## src/rtl/rca_16bit.sv

```systemverilog
// Ripple-carry adder built from a chain of one-bit full adders.
// The sum and carry-out are registered, giving one cycle of latency.
module rca_16bit #(
    parameter int WIDTH = 16
) (
    input  logic             clk,
    input  logic             rst_n,
    input  logic [WIDTH-1:0] a,
    input  logic [WIDTH-1:0] b,
    input  logic             c0,
    output logic [WIDTH-1:0] s,
    output logic             c
);

    logic [WIDTH-1:0] sum_s;
    logic             carry_out_s;

    // One-bit full adder; returns {carry_out, sum}.
    function automatic logic [1:0] full_add(input logic x, input logic y, input logic k);
        logic sum_bit;
        logic carry_bit;
        sum_bit   = x ^ y ^ k;
        carry_bit = (x & y) | (x & k) | (y & k);
        return {carry_bit, sum_bit};
    endfunction

    // Ripple chain: each stage's carry-out feeds the next stage's carry-in.
    always_comb begin
        logic       k;
        logic [1:0] fa;
        sum_s       = {WIDTH{1'b0}};
        k           = c0;
        fa          = 2'b00;
        for (int i = 0; i < WIDTH; i++) begin
            fa       = full_add(a[i], b[i], k);
            sum_s[i] = fa[0];
            k        = fa[1];
        end
        carry_out_s = k;
    end

    // Output register; samples every cycle, cleared asynchronously.
    always_ff @(posedge clk or negedge rst_n) begin
        if (!rst_n) begin
            s <= {WIDTH{1'b0}};
            c <= 1'b0;
        end else begin
            s <= sum_s;
            c <= carry_out_s;
        end
    end

endmodule

```

## config.mk

```make
export PLATFORM = sky130hd
export DESIGN_NAME = rca_16bit
export DESIGN_NICKNAME = d
export VERILOG_FILES = /design/src/rtl/rca_16bit.sv
export SDC_FILE = /design/constraint.sdc
export NUM_CORES = 1
export LEC_CHECK = 0
export CAP_MARGIN = 20
export CORE_UTILIZATION = 31
export CTS_CLUSTER_SIZE = 25
export DETAILED_ROUTE_END_ITERATION = 6
export GPL_ROUTABILITY_DRIVEN = 0
export GPL_TIMING_DRIVEN = 0
export PLACE_DENSITY = 0.74
export SYNTH_ARGS = -nofsm -noshare
export SYNTH_HDL_FRONTEND = slang
export SYNTH_SLANG_ARGS = --single-unit
```

## constraint.sdc

```tcl
create_clock -name clk -period 0.8 [get_ports clk]
set_clock_uncertainty 0.15 [all_clocks]
set_input_delay 0.24 -clock clk [delete_from_list [all_inputs] [get_ports clk]]
set_output_delay 0.24 -clock clk [all_outputs]
set_load 0.1 [all_outputs]
```

# Word-level counts from Yosys, hierarchy flattened
# Cells that the tools add are included.
# op_classes
n_bitwise	112
# op_table
cell	count
$and A1 B1 Y1	48
$or A1 B1 Y1	32
$xor A1 B1 Y1	32
# totals
word_cells	114
out_inout_bits	17
inputBits	35
regBits	17

# Depth between registers and ports, before layout
# Gate-level depths: netlist of run 1.
# logic_depth
depth_word	48
mapped_depth	20
mapped_depth_nobuf	20

# Least setup slack after synthesis of run 1
# OpenSTA, ideal clock, no wires.
# synth_path
kind	input to register
startpoint	input port a[0]
endpoint	register s[15]
arrival_ns	6.290
setup_time_ns	0.064
t_required_ns	0.586
path_buffers	0
slack_ns	-5.704
cell_stages	20
cell_sequence	inv_1 > fa_1 > inv_1 > fa_1 > fa_1 > fa_1 > fa_1 > fa_1 > fa_1 > fa_1 > fa_1 > fa_1 > fa_1 > fa_1 > fa_1 > fa_1 > fa_1 > inv_1 > fa_1 > inv_1
# synth_between
elab_chain_cells	46
elab_cells_between_ends	61
cone_classes	bitwise: 61
# synth_rtl
item	line	source
start, declared	8	input logic [WIDTH-1:0] a,
$and A1 B1 Y1	23	carry_bit = (x & y) | (x & k) | (y & k);
$or A1 B1 Y1 * (2 in a row)	23	
$and A1 B1 Y1	23	
$or A1 B1 Y1	23	
$or A1 B1 Y1 *	23	
$and A1 B1 Y1	23	
$or A1 B1 Y1	23	
$or A1 B1 Y1 *	23	
(+30 left out)	--	
$and A1 B1 Y1	23	
$or A1 B1 Y1	23	
$or A1 B1 Y1 *	23	
$and A1 B1 Y1	23	
$or A1 B1 Y1	23	
$or A1 B1 Y1 *	23	
$xor A1 B1 Y1 *	22	sum_bit = x ^ y ^ k;
named net sum_s[15]	15	logic [WIDTH-1:0] sum_s;
end signal, assigned	45	s <= {WIDTH{1'b0}};
end signal, assigned	48	s <= sum_s;
end, declared	11	output logic [WIDTH-1:0] s,
# The timed path passes the listed nets; every way through them passes the cells marked *.

# Worst setup path in the final report of run 1
# Ends and elaborated chain as after synthesis.

==> results.md, run 1 <==
* Post-Layout Cell Count at around 130
* Global-route wire length before repair at 2540 um
* Setup repair after global routing missed its margin: yes
* Root Buffer Master: clkbuf_4
* Netlist area before placement at between 700 and 800 sq um
* Routed wirelength normalized by instance count at ~14 um
* Relative slew margins at 0.718
* Number of slew-limit violations in the final report at 0
* Number of nets produced by synthesis at 94
* Final Worst Setup Slack at -5.18 ns
* Most common library cell in the layout ignoring fill and taps: clkdlybuf4s50_1
* Cell taking the most area after synthesis: dfrtp_1
* Number of vias per cell at ~4.2
* Routed via count at between 500 and 600
* Synthesized instance count at 43
* Syn_area_per_cell at between 15 and 20 sq um
* Share of layout cells above drive strength 1 at 0.653
* Area Overhead vs Synth at 109%
* Failing checks: hold timing, setup timing
* Maximum clock insertion buffer count at 2
* Worst-path maximum fanout at 1
* Cell types occupying the most area after synthesis: dfrtp_1 (54%), fa_1 (41%), inv_1 (4.8%)
* Number of remaining DRC errors at 0
* Maxcap violations at 0
* CTS H-tree depth at 1
* Status: finished with violations
* Final cell area excluding filler cells at 1640 sq um
* Residual overflow from global routing at 0
* Register area share after synthesis at 0.543
* Transition at the pin with the smallest max-transition slack at 0.423 ns
* I/O Buffers at a little over 50
* Final cell utilization of the core at 0.714
* Total routing resource utilization after global routing at 0.140
* Post-placement cell count at 122
* Flops & latches, synth at 17
* Critical path endpoint category: flip-flop
* Total length of routed wires at between 1500 and 2000 um
* Initial drt markers at 1
* Worst path slowest cell: fa_2
* Critical Path AT at roughly 6 ns
* Final Hold Violating Endpoints at 17
* Leakage Power at about 0.66 nW
* Leading cell types in the layout, fill and taps excluded: clkdlybuf4s50_1 (28), fa_2 (16), dfrtp_4 (16), buf_12 (16), inv_2 (5)
* Number of antenna violations at the first check in global routing at 0
* Pin count of the biggest net entering global routing at 18
* Clock tree from TritonCTS: yes
* Hold Crit Class: in2async
* Post-DP HPWL at around 1400 um
* Cell Pwr Density at approximately 2500 nW/um^2
* Die ar. at 2730 sq um
* Total I/O pin count at between 50 and 60
* Category of the worst setup path launch point: primary input
* Required time of the critical path at ~0.88 ns
* Core Box Area at roughly 2300 sq um
* NumNets Final at 150
* Share of the clock period used by the worst path after layout at 7.47
* Count of standard-cell rows at 17
* Overall die width at between 50 and 60 um
* Cell Chain, Critical Path: buf_8 -> inv_12 -> fa_2 -> inv_2 -> fa_2 -> fa_2 -> fa_2 -> fa_2 -> fa_2 -> fa_2 -> fa_2 -> fa_2 -> fa_2 -> fa_2 -> fa_2 -> fa_2 -> fa_2 -> fa_2 -> inv_2 -> fa_2 -> inv_1
* Starting density of the core at 0.341
* Cell repeated most along the worst path: fa_2
* Clock input transition at the sequential cells of the worst setup and hold paths at about 0.10 ns
* Number of antenna diodes at 0
* CTS sink count at 17
* Number of setup buffers added after CTS at 0
* Overall Power at slightly above 4 mW
* Via count of the first global-routing pass at ~570
* Post-layout minimum cycle time at around 6.0 ns
* Path type of the worst setup path: in2reg
* Number of nets still failing antenna checks after routing at 0
* Worst slack on hold paths at -0.286 ns
* Post-Place Cell Area at around 1400 sq um
* Number of buffers inserted during clock tree synthesis at 3
* Top cell type's share of synthesized area at 0.543
* Netlist cell types at 3
* Router iterations before antenna repair at 4
* Slowest cell delay on critical path at slightly above 0.4 ns
* FMAX at about 170 MHz
* Final count of negative-setup-slack endpoints at 34
* Worst voltage drop across the vdd grid at between 1500 and 2000 uV
* Yosys synthesis warning count at 0
* Height of the die at approximately 52 um
==> Yosys cell counts (all sizes together) <==
master / number
fa: 16
dfrtp: 17
inv: 10
==> cells by family after synthesis <==
| family | synth area share |
|---|---|
| flops | 0.543 |
| fa+ha+maj | 0.409 |
| buf+inv | 0.0479 |
==> stage by stage <==
stage | setup TNS [ns] | setup WS, ns
2_1_floorplan | -50.81 | -5.16
3_3_place_gp | -88.26 | -5.89
3_5_place_dp | -88.34 | -5.92
4_1_cts | -54.90 | -5.16
5_1_grt | -56.14 | -5.30
6_report | -54.86 | -5.18
==> worst paths after layout <==
kind                        from    end  slack, ns  cells past startpoint
min                        rst_n      c      -0.29                      1
min in group clk            b[0]   s[0]       0.18                      4
max in group asynchronous  rst_n   s[8]       0.45                      1
max                         a[0]  s[15]      -5.18                     21
==> sequential cells by signal, indices dropped and copies added (netlist names) <==
| name | flops |
|---|---|
| s | 16 |
| c | 1 |
==> worst max-delay path, delay by kind of cell <==
| family | cells | cell delay [ns] |
|---|---|---|
| buffers and inverters | 5 | 0.31 |
| adders and majority gates | 16 | 5.51 |
==> what timing repair did <==
action                                  in CTS  in global routing
endpoints found under the setup margin      51                 51
hold endpoints to repair                    17                 17
gates cloned                                 0                  0
pin swaps                                    0                  0
gates resized for setup                    176                  2
==> per-layer routing <==
layer / vias up / routed length [um] / track usage
met5: - / 0 / 0
met4: 0 / 41 / 0.0789
met3: 4 / 78 / 0.0203
met2: 25 / 967 / 0.239
met1: 271 / 664 / 0.167
li1: 231 / - / -
==> layout make-up <==
| cell class | instances | area [sq um] |
|---|---|---|
| clock buffers | 3 | 22.5 |
| repair buffers | 51 | 676 |
| flip-flops and latches | 17 | 485 |
| multi-input cells | 16 | 360 |
| inverters | 10 | 55.1 |
| fillers | 153 | 658 |
| well taps | 28 | 35.0 |
| clock inverters | 1 | 5.00 |
==> power breakdown <==
part | total (mW) | switching [mW] | internal (mW) | leakage (nW)
combinational | 2.39 | 1.50 | 0.892 | 0.454
sequential | 1.26 | 0.134 | 1.12 | 0.184
clock | 0.447 | 0.261 | 0.186 | 0.0177
total | 4.10 | 1.90 | 2.20 | 0.656
No activity file was read; power rests on OpenSTA's default activity.
==> run 2: changes to the inputs <==
--- a/config.mk
+++ b/config.mk
@@ -6,12 +6,14 @@
 export NUM_CORES = 1
 export LEC_CHECK = 0
 export CAP_MARGIN = 20
-export CORE_UTILIZATION = 31
+export CORE_MARGIN = 3
+export CORE_UTILIZATION = 35
+export CTS_BUF_LIST = sky130_fd_sc_hd__clkbuf_4 sky130_fd_sc_hd__clkbuf_8 sky130_fd_sc_hd__clkbuf_16
 export CTS_CLUSTER_SIZE = 25
 export DETAILED_ROUTE_END_ITERATION = 6
 export GPL_ROUTABILITY_DRIVEN = 0
 export GPL_TIMING_DRIVEN = 0
-export PLACE_DENSITY = 0.74
+export PLACE_DENSITY = 0.79
 export SYNTH_ARGS = -nofsm -noshare
 export SYNTH_HDL_FRONTEND = slang
 export SYNTH_SLANG_ARGS = --single-unit
==> constraint.sdc (replaced) <==
create_clock -name clk -period 5.6 [get_ports clk]
set_clock_uncertainty 0.15 [all_clocks]
set_input_delay 1.68 -clock clk [delete_from_list [all_inputs] [get_ports clk]]
set_output_delay 1.68 -clock clk [all_outputs]
set_load 0.1 [all_outputs]
==> run 2 against run 1 <==
Against the previous run: the run ends with setup timing left; non-clock buffer count unchanged; clock-buffer cell count up 1; hold slack better by 1.9 ns; via count down 5.3%; global-route usage down 0.24 points; setup slack better by 3.4 ns; die area up 4.0%; clock power down 85%; critical path depth unchanged; critical path type unchanged; largest cell class unchanged.
==> results.md, run 2 (synthesis gave the netlist of run 1 again) <==
* Global-route wire length before repair at 2540 um (unchanged)
* Highest routed layer: met4 (unchanged)
* Transition at the pin with the smallest max-transition slack at 0.991 ns (was 0.423 ns)
* Leakage Power at 0.579 nW (was 0.656 nW)
* Number of buffers inserted during clock tree synthesis at 3 (unchanged)
* Share of the clock period used by the worst path after layout at 1.32
* Root Buffer Master: clkbuf_4 (unchanged)
* Final Worst Setup Slack at -1.78 ns (was -5.18 ns)
* Clock tree from TritonCTS: yes (unchanged)
* Hold Crit Class: in2reg (was in2async)
* Slowest cell delay on critical path at 0.42 ns (was 0.41 ns)
* Leading cell types in the layout, fill and taps excluded: clkdlybuf4s50_1 (46), dfrtp_1 (17), fa_2 (16) (was clkdlybuf4s50_1 (28), fa_2 (16), dfrtp_4 (16), buf_12 (16), inv_2 (5))
* CTS H-tree depth at 1 (unchanged)
* Final Hold Violating Endpoints at 0 (was 17)
* Number of nets still failing antenna checks after routing at 0 (unchanged)
* NumNets Final at 150 (unchanged)
* Total of fill cells in the finished design at 151 (was 153)
* Initial drt markers at 0 (was 1)
* FMAX at 135 MHz
* Status: finished with violations (unchanged)
* Cell repeated most along the worst path: fa_2 (unchanged)
* CTS sink count at 17 (unchanged)
* Post-layout minimum cycle time at roughly 7.4 ns
* Hold Crit Start: b[0]
* Routed wirelength normalized by instance count at 13.2 um (was 13.9 um)
* Starting density of the core at 0.384 (was 0.341)
* Most common library cell in the layout ignoring fill and taps: clkdlybuf4s50_1 (unchanged)
* Cell Pwr Density at 358 nW/um^2 (was 2500 nW/um^2)
* Area Overhead vs Synth at 81.3% (was 109%)
* Path type of the worst setup path: in2reg (unchanged)
* Overall die width at 53.3 um (was 52.3 um)
* Relative slew margins at 0.337 (was 0.718)
* Residual overflow from global routing at 0 (unchanged)
* Worst slack on hold paths at 1.64 ns (was -0.286 ns)
* Failing checks: setup timing (was hold timing, setup timing)
* Flip-flop count of the largest register after layout at 16 (unchanged)
* Setup crit start: a[0] (unchanged)
* Total negative setup slack at -7.03 ns (was -54.86 ns)
* Worst-path maximum fanout at 1 (unchanged)
* Count of standard-cell rows at 16 (was 17)
* Clock input transition at the sequential cells of the worst setup and hold paths at 0.09 ns (was 0.10 ns)
* Cell family with most CP delay: adder cells (unchanged)
* Core Box Area at 2040 sq um (was 2300 sq um)
* Via count of the first global-routing pass at 544 (was 565)
* Wire length on met1 at 536 um (was 664 um)
* Sum of buffers and inverters on the critical path at 5 (unchanged)
* Number of antenna violations at the first check in global routing at 0 (unchanged)
* Post-DP HPWL at 1440 um (was 1380 um)
* Routed wire length on met3 at 225 um (was 78 um)
* Maxcap violations at 0 (unchanged)
* Post-Layout Cell Count at 125 (was 126)
* Critical Path AT at 7.47 ns (was 6.06 ns)
* Required time of the critical path at 5.68 ns (was 0.88 ns)
* Met2 wire len at 866 um (was 967 um)
* Worst voltage drop across the vdd grid at 220 uV (was 1640 uV)
* Maximum clock insertion buffer count at 2 (unchanged)
* Die ar. at 2840 sq um (was 2730 sq um)
* Routed via count at 503 (was 531)
* Setup repair after global routing missed its margin: yes (unchanged)
* Height of the die at 53.3 um (was 52.3 um)
* Critical path endpoint category: flip-flop (unchanged)
* Pin count of the biggest net entering global routing at 18 (unchanged)
* Final count of negative-setup-slack endpoints at 7 (was 34)
* Router iterations before antenna repair at 1 (was 4)
* Total routing resource utilization after global routing at 0.137 (was 0.140)
* Worst path slowest cell: fa_2 (unchanged)
* Share of layout cells above drive strength 1 at 0.306 (was 0.653)
* Total I/O pin count at 52 (unchanged)
* Category of the worst setup path launch point: primary input (unchanged)
* Number of slew-limit violations in the final report at 0 (unchanged)
* I/O Buffers at 51 (unchanged)
* Cell Chain, Critical Path: buf_8 -> inv_12 -> fa_2 -> inv_2 -> fa_2 -> fa_2 -> fa_2 -> fa_2 -> fa_2 -> fa_2 -> fa_2 -> fa_2 -> fa_2 -> fa_2 -> fa_2 -> fa_2 -> fa_2 -> fa_2 -> inv_2 -> fa_2 -> inv_2 (was buf_8 -> inv_12 -> fa_2 -> inv_2 -> fa_2 -> fa_2 -> fa_2 -> fa_2 -> fa_2 -> fa_2 -> fa_2 -> fa_2 -> fa_2 -> fa_2 -> fa_2 -> fa_2 -> fa_2 -> fa_2 -> inv_2 -> fa_2 -> inv_1)
* Number of vias per cell at 4.02 (was 4.21)
* Post-placement cell count at 121 (was 122)
* Number of antenna diodes at 0 (unchanged)
* Registers with the most flip-flops: s (16), c (1) (unchanged)
* Pre-CTS worst setup slack at -2.59 ns (was -5.92 ns)
* Top reg by flops: s (unchanged)
* Total length of routed wires at 1640 um (was 1750 um)
* Number of remaining DRC errors at 0 (unchanged)
[run 2: changes by cell type in the layout (fill, tap and decap cells not counted)]
cell,before,now
buf_12,16,0
buf_8,2,1
clkbuf_2,1,0
clkbuf_4,3,4
clkdlybuf4s50_1,28,46
clkinv_2,1,0
dfrtp_1,1,17
dfrtp_4,16,0
[run 2: metrics by stage]
| stage | utilization | power (mW) | cell area (sq um) |
|---|---|---|---|
| after floorplan | - | 0.354 | 838 |
| after global placement | 0.677 | 0.439 | 1380 |
| after detailed placement | 0.677 | 0.445 | 1380 |
| after CTS | 0.695 | 0.514 | 1420 |
| after global routing | 0.695 | 0.530 | 1420 |
| final | 0.695 | 0.508 | 1420 |
[run 2: tightest hold or removal path, stage by stage]
cell and delay (ns):
buf_6 0.10, inv_6 0.04, fa_2 0.19, inv_1 0.03
[run 2: power breakdown]
part	switching, mW	internal [mW]	total [mW]	leakage [nW]
registers	0.00546	0.146	0.151	0.198
clock network	0.0359	0.0325	0.0684	0.0184
logic	0.213	0.0757	0.288	0.363
total	0.254	0.254	0.508	0.579
[run 2: area by class of cell]
cell class	instances	area, sq um	area share
Clock buffer	4	30.0	0.0211
Tap cell	27	33.8	0.0238
Timing Repair Buffer	51	515	0.363
Sequential cell	17	425	0.300
Multi-Input combinational cell	16	360	0.254
Inverter	10	55.1	0.0388
[run 2: metal layers]
layer	track usage	vias to the layer above
li1	-	229
met1	0.149	237
met2	0.222	35
met3	0.0423	2
met4	0.102	0
met5	0	-
[run 2: timing repair]
action	in CTS	in global routing
resized for setup	20	2
hold buffers	0	0
buffers inserted	0	0
endpoints found under the setup margin	8	7
[run 2: final timing paths]
path | to | slack [ns] | cells past startpoint
setup / recovery | s[15] | -1.78 | 21
hold / removal | s[0] | 1.64 | 4
max in group asynchronous | c | 3.18 | 1
min in group asynchronous | s[3] | 1.67 | 1
